### config.mk
export PLATFORM = sky130hd
export DESIGN_NAME = gray_code_counter
export DESIGN_NICKNAME = d
export VERILOG_FILES = /design/src/rtl/gray_code_counter.sv
export SDC_FILE = /design/constraint.sdc
export NUM_CORES = 1
export LEC_CHECK = 0
export CORE_AREA = 2 2 39 41
export CTS_CLUSTER_SIZE = 30
export DETAILED_ROUTE_END_ITERATION = 12
export DIE_AREA = 0 0 41 43
export MAX_ROUTING_LAYER = met4
export PLACE_DENSITY = 0.74
export REMOVE_ABC_BUFFERS = 1
export SYNTH_ARGS = -nofsm -noshare
export SYNTH_HDL_FRONTEND = slang
export SYNTH_SLANG_ARGS = --single-unit
### constraint.sdc
create_clock -name clk -period 3.1 [get_ports clk]
set_clock_uncertainty 0.2 [all_clocks]
set_input_delay 0.93 -clock clk [delete_from_list [all_inputs] [get_ports clk]]
set_output_delay 0.93 -clock clk [all_outputs]
set_load 0.02 [all_outputs]
### src/rtl/gray_code_counter.sv
// gray_code_counter
// Parametrised up/down binary counter with registered binary and Gray outputs.
// Gray output is computed from the next binary value and registered on the
// same edge, so both outputs always describe the same count.
//
// Optional build macro: GRAY_CNT_SATURATE_EN
//   defined     -> counter saturates at all-ones / zero, wrap is tied to 0
//   not defined -> modular counting with a one-cycle wrap pulse
module gray_code_counter #(
    parameter int unsigned           WIDTH     = 4,
    parameter logic [WIDTH-1:0]      RESET_VAL = '0
) (
    input  logic             clk,
    input  logic             rst_n,
    input  logic             en,
    input  logic             up,
    input  logic             load,
    input  logic [WIDTH-1:0] load_bin,
    output logic [WIDTH-1:0] bin_out,
    output logic [WIDTH-1:0] gray_out,
    output logic             wrap
);

    localparam logic [WIDTH-1:0] ALL_ONES = '1;
    localparam logic [WIDTH-1:0] ZERO     = '0;
    localparam logic [WIDTH:0]   STEP     = (WIDTH+1)'(1);

    function automatic logic [WIDTH-1:0] to_gray(input logic [WIDTH-1:0] b);
        return b ^ (b >> 1);
    endfunction

    localparam logic [WIDTH-1:0] RESET_GRAY = RESET_VAL ^ (RESET_VAL >> 1);

    logic [WIDTH:0]   inc_ext;
    logic [WIDTH:0]   dec_ext;
    logic             at_max;
    logic             at_min;
    logic [WIDTH-1:0] bin_next;
    logic [WIDTH-1:0] gray_next;
    logic             wrap_next;

    // Extended-width increment/decrement; the extra bit is the carry/borrow
    // and only feeds wrap detection.
    always_comb begin
        inc_ext = {1'b0, bin_out} + STEP;
        dec_ext = {1'b0, bin_out} - STEP;
        at_max  = (bin_out == ALL_ONES);
        at_min  = (bin_out == ZERO);
    end

    // Next-state selection: load beats en, en beats hold.
    always_comb begin
        bin_next  = bin_out;
        wrap_next = 1'b0;
        if (load) begin
            bin_next = load_bin;
        end else if (en) begin
            if (up) begin
`ifdef GRAY_CNT_SATURATE_EN
                if (!at_max) begin
                    bin_next = inc_ext[WIDTH-1:0];
                end
`else
                bin_next  = inc_ext[WIDTH-1:0];
                wrap_next = inc_ext[WIDTH];
`endif
            end else begin
`ifdef GRAY_CNT_SATURATE_EN
                if (!at_min) begin
                    bin_next = dec_ext[WIDTH-1:0];
                end
`else
                bin_next  = dec_ext[WIDTH-1:0];
                wrap_next = dec_ext[WIDTH];
`endif
            end
        end
        gray_next = to_gray(bin_next);
    end

`ifdef GRAY_CNT_SATURATE_EN
    // Carry/borrow bits are unused when saturating; fold them away cleanly.
    logic unused_carry;
    always_comb begin
        unused_carry = inc_ext[WIDTH] ^ dec_ext[WIDTH];
    end
`else
    // Boundary flags are only needed for saturation.
    logic unused_flags;
    always_comb begin
        unused_flags = at_max ^ at_min;
    end
`endif

    // Output registers; reset takes effect immediately.
    always_ff @(posedge clk or negedge rst_n) begin
        if (!rst_n) begin
            bin_out  <= RESET_VAL;
            gray_out <= RESET_GRAY;
            wrap     <= 1'b0;
        end else begin
            bin_out  <= bin_next;
            gray_out <= gray_next;
            wrap     <= wrap_next;
        end
    end

endmodule

[Word level (Yosys, flattened, before mapping)]
Cells that the tools add are included.
Word-level totals
  register bits after elaboration: 9
  latch bits: 0
  memory bits (writable): 0
  memory bits (read-only): 0
  input bits: 9
  memories kept: 0
Operators by class
  $add $sub $neg: 2
  multiply operators: 0
  divide/modulo/power cells: 0
  magnitude comparators: 0
  equal/unequal tests: 0
  shifts and indexed selects: 0
  multiplexer cells: 6
  bitwise gates (word level): 1
  reduce and logical (&&, ||, !) cells: 0
Operator list (number)
  4-bit two-way mux: 3
  4-bit by 1-bit adder with 5-bit output (second input constant): 1
  4-bit by 1-bit subtractor with 5-bit output (second input constant): 1
  4-bit by 3-bit XOR with 4-bit output: 1
  1-bit two-way mux: 3

[Logic depth before layout (Yosys ltp)]
  depth in word-level cells: 5
  depth in mapped cells: 7

[Least setup slack after synthesis]
OpenSTA, ideal clock, no wires.
  kind: in2reg
  start: input port up
  end: register gray_out[1]
  arrival: 1.755 ns
  setup slack: 1.016 ns
  stages on the path: 5
  buffers on the path: 0
  cell sequence: mux2_4 > nand2_2 > xnor2_1 > mux2_4 > xnor2_1
Between the ends
  longest elaborated chain between the ends: 4
RTL lines
  from (decl): RTL line 16  | input logic up,
  4-bit two-way mux: RTL line 58  | if (up) begin
  4-bit two-way mux: RTL line 57  | end else if (en) begin
  4-bit two-way mux: RTL line 55  | if (load) begin
  via bin_next[2]: RTL line 38  | logic [WIDTH-1:0] bin_next;
  4-bit by 3-bit XOR with 4-bit output: RTL line 29  | return b ^ (b >> 1);
  via gray_next[1]: RTL line 39  | logic [WIDTH-1:0] gray_next;
  to (signal assigned): RTL line 103  | gray_out <= gray_next;
  to (decl): RTL line 20  | output logic [WIDTH-1:0] gray_out,
The timed path passes the listed nets, and every way through them passes these cells.

[Worst setup path after layout]
Ends and elaborated chain as after synthesis.

==> impl_metrics.ini <==
[status]
status = complete, no violations

[worst_hold_path]
hold_path_class = reg2reg
min_to = wrap
hold_path_depth = 2
min_from = bin_out[2]

[setup_path]
end_kind = flop
r2r.worst_path.cells = 7
rr_startpoint = bin_out[0]
crit_chain = clkdlybuf4s50_1 -> mux2_4 -> nand2_2 -> xnor2_1 -> mux2_4 -> xnor2_1
cp_top_family = multiplexers
worst_ep_arrival_time_ns = 2.44
cp-start-kind = input port
path_buf_inv = 1
rrSetupSlack_ns = 1.21
crit_required_ns = 3.03
crit_path_top_delay_cell = clkdlybuf4s50_1
cp_slowest_stage_delay_ns = 0.60
rr_endpoint = gray_out[1]
crit_fanout = 6
worstSetupPathType = in2reg

[yosys]
ys_ff_latch = 8
postSynthCellCount = 40
synth_area_um2 = 455
ys_warn_count = 0
synth_cell_types = 20
synth_area_per_cell_um2 = 11.4
seq_area_frac_synth_pct = 44.0

[placement]
dp_hpwl_um = 641
numPortBuffers = 17
gp_congestion = 0.683
placed_area_um2 = 627

[global_routing]
overflow = 0
grt_max_degree = 10
grt_pass1_vias = 319
grt_pass1_wl_um = 1280
antenna_found_initial = 0
track_usage_pct = 11.5

[clock_tree]
clk_path_buf_depth = 2
cts_tree = done
cts_hold_buf = 0
clkSinkCount = 8
clockRootBuffer = clkbuf_4
path_clk_slew_ns = 0.05
clkLatencyLatePin_ns = 0.25
h-tree-depth = 1
cts_resized = 0
post-cts-setup-buffer-count = 0
cts_made_buffers = 3

[pwr]
power.total_mw = 0.369
irDropWorstVdd_mv = 0.289
power.leakage_nw = 0.272
power.density_nw_per_um2 = 568

[final_layout]
post-route-cell-area_um2 = 649
regArea_um2 = 200
antennaDiodeCount = 0
nFillCells = 135
multi_input_area_um2 = 225
syn_to_final_growth_pct = 42.6
final_nets = 71
drive_above_1_share_pct = 13.8
final_core_util_pct = 46.9

[sta]
finalHoldViolCount = 0
drv_slew = 0
relSlewSlack_pct = 77.7
tightest_slew_ns = 0.331
fin_crit_ns = 2.52
setup_viol = 0
rsz0062_at_grt = no
tns_ns = 0
period_share_pct = 81.2
clock.fmax_mhz = 397

[detailed_routing]
routed_wl_um = 785
via_per_inst = 4.46
vias = 330
ant_nets = 0
drc = 0
first_iter_violations = 1
post_drt_wl_per_cell_um = 10.6
dr.pass1.iters = 2

[floorplan]
num_rows = 14
die_w_um = 41
start_util_pct = 32.9
ioPinCount = 18
core_area_um2 = 1380
die_h_um = 43
dieArea_um2 = 1760

[run]
maxCapViolations = 0
worst reg2reg max path, stage by stage (launching register included):
cell,delay [ns]
dfrtp_1,0.44
inv_1,0.07
ha_1,0.22
mux2_4,0.27
nand2_2,0.07
xnor2_1,0.09
mux2_4,0.29
xnor2_1,0.12
cells in the mapped netlist, drive strengths merged:
| library cell | count | area, um^2 |
|---|---|---|
| buf | 2 | 18.8 |
| nand2 | 3 | 13.8 |
| xor2 | 1 | 8.76 |
| nor4 | 1 | 6.26 |
| mux2 | 3 | 41.3 |
| and4 | 1 | 10.0 |
| nor3b | 1 | 7.51 |
| dfrtp | 8 | 200 |
| o21ai | 3 | 15.0 |
| a41oi | 1 | 8.76 |
| xnor2 | 7 | 61.3 |
| mux2i | 1 | 10.0 |
| ha | 2 | 25.0 |
| a21oi | 1 | 5.00 |
| nor2 | 1 | 3.75 |
| inv | 3 | 11.3 |
| nor4b | 1 | 8.76 |
final cells by class:
class / instances / share of cell area (%)
flip-flops and latches: 8 / 30.8
clock buffers: 3 / 3.47
repair buffers: 17 / 26.2
multi-input cells: 27 / 34.7
inverters: 3 / 1.73
well taps: 16 / 3.08
kinds of logic after synthesis:
family / count (synthesis) / share of synthesized area [%]
adder cells (fa/ha/maj): 2 / 5.49
AND/OR/NAND/NOR: 8 / 11.0
AO/OA/AOI/OAI: 5 / 6.32
multiplexers: 4 / 11.3
flip-flops: 8 / 44.0
XOR/XNOR: 8 / 15.4
buffers and inverters: 5 / 6.59
report_power, final:
| group | internal [mW] | leakage [nW] | switching, mW |
|---|---|---|---|
| Clock | 0.0441 | 0.0138 | 0.0319 |
| Combinational | 0.0825 | 0.162 | 0.0697 |
| Sequential | 0.125 | 0.0966 | 0.0156 |
flip-flops by register name (all words and copies together), names as in the netlist:
| signal | cells |
|---|---|
| bin_out | 4 |
| gray_out | 3 |
| wrap | 1 |
worst max-delay path by stage:
stage / slack, ns / startpoint / cells past startpoint / end
final: 0.58 / up / 6 / gray_out[1]
after global placement: 0.34 / up / 6 / gray_out[1]
after floorplan: 1.02 / up / 5 / gray_out[1]
after CTS: 0.59 / up / 6 / gray_out[1]
after global routing: 0.54 / up / 6 / gray_out[2]
after detailed placement: 0.33 / up / 6 / gray_out[1]
layout by cell type (no fill, tap or decap):
cell,n
dfrtp_1,8
inv_1,3
nor3b_1,1
and4_2,1
a41oi_1,1
nand2_2,1
xor2_1,1
clkbuf_4,3
ha_1,2
xnor2_1,7
nand2_1,2
nor4b_1,1
o21ai_0,3
clkdlybuf4s50_1,17
mux2i_1,1
a21oi_1,1
nor2_1,1
mux2_4,2
mux2_2,1
nor4_1,1
per-stage QoR:
| stage | hold slack (ns) | instances | setup slack, ns |
|---|---|---|---|
| floorplan | 0.434 | 38 | 1.02 |
| global placement | 0.526 | 71 | 0.342 |
| detailed placement | 0.518 | 71 | 0.330 |
| CTS | 0.526 | 74 | 0.591 |
| global route | 0.542 | 74 | 0.539 |
| finish | 0.516 | 74 | 0.584 |
routing by layer:
metal	global-route usage [%]	part of all wire (%)
met5	-	0
met4	10.0	0.51
met3	1.57	5.4
met2	16.3	51
met1	13.5	43
Note: power is estimated with default switching activity, not from simulation.
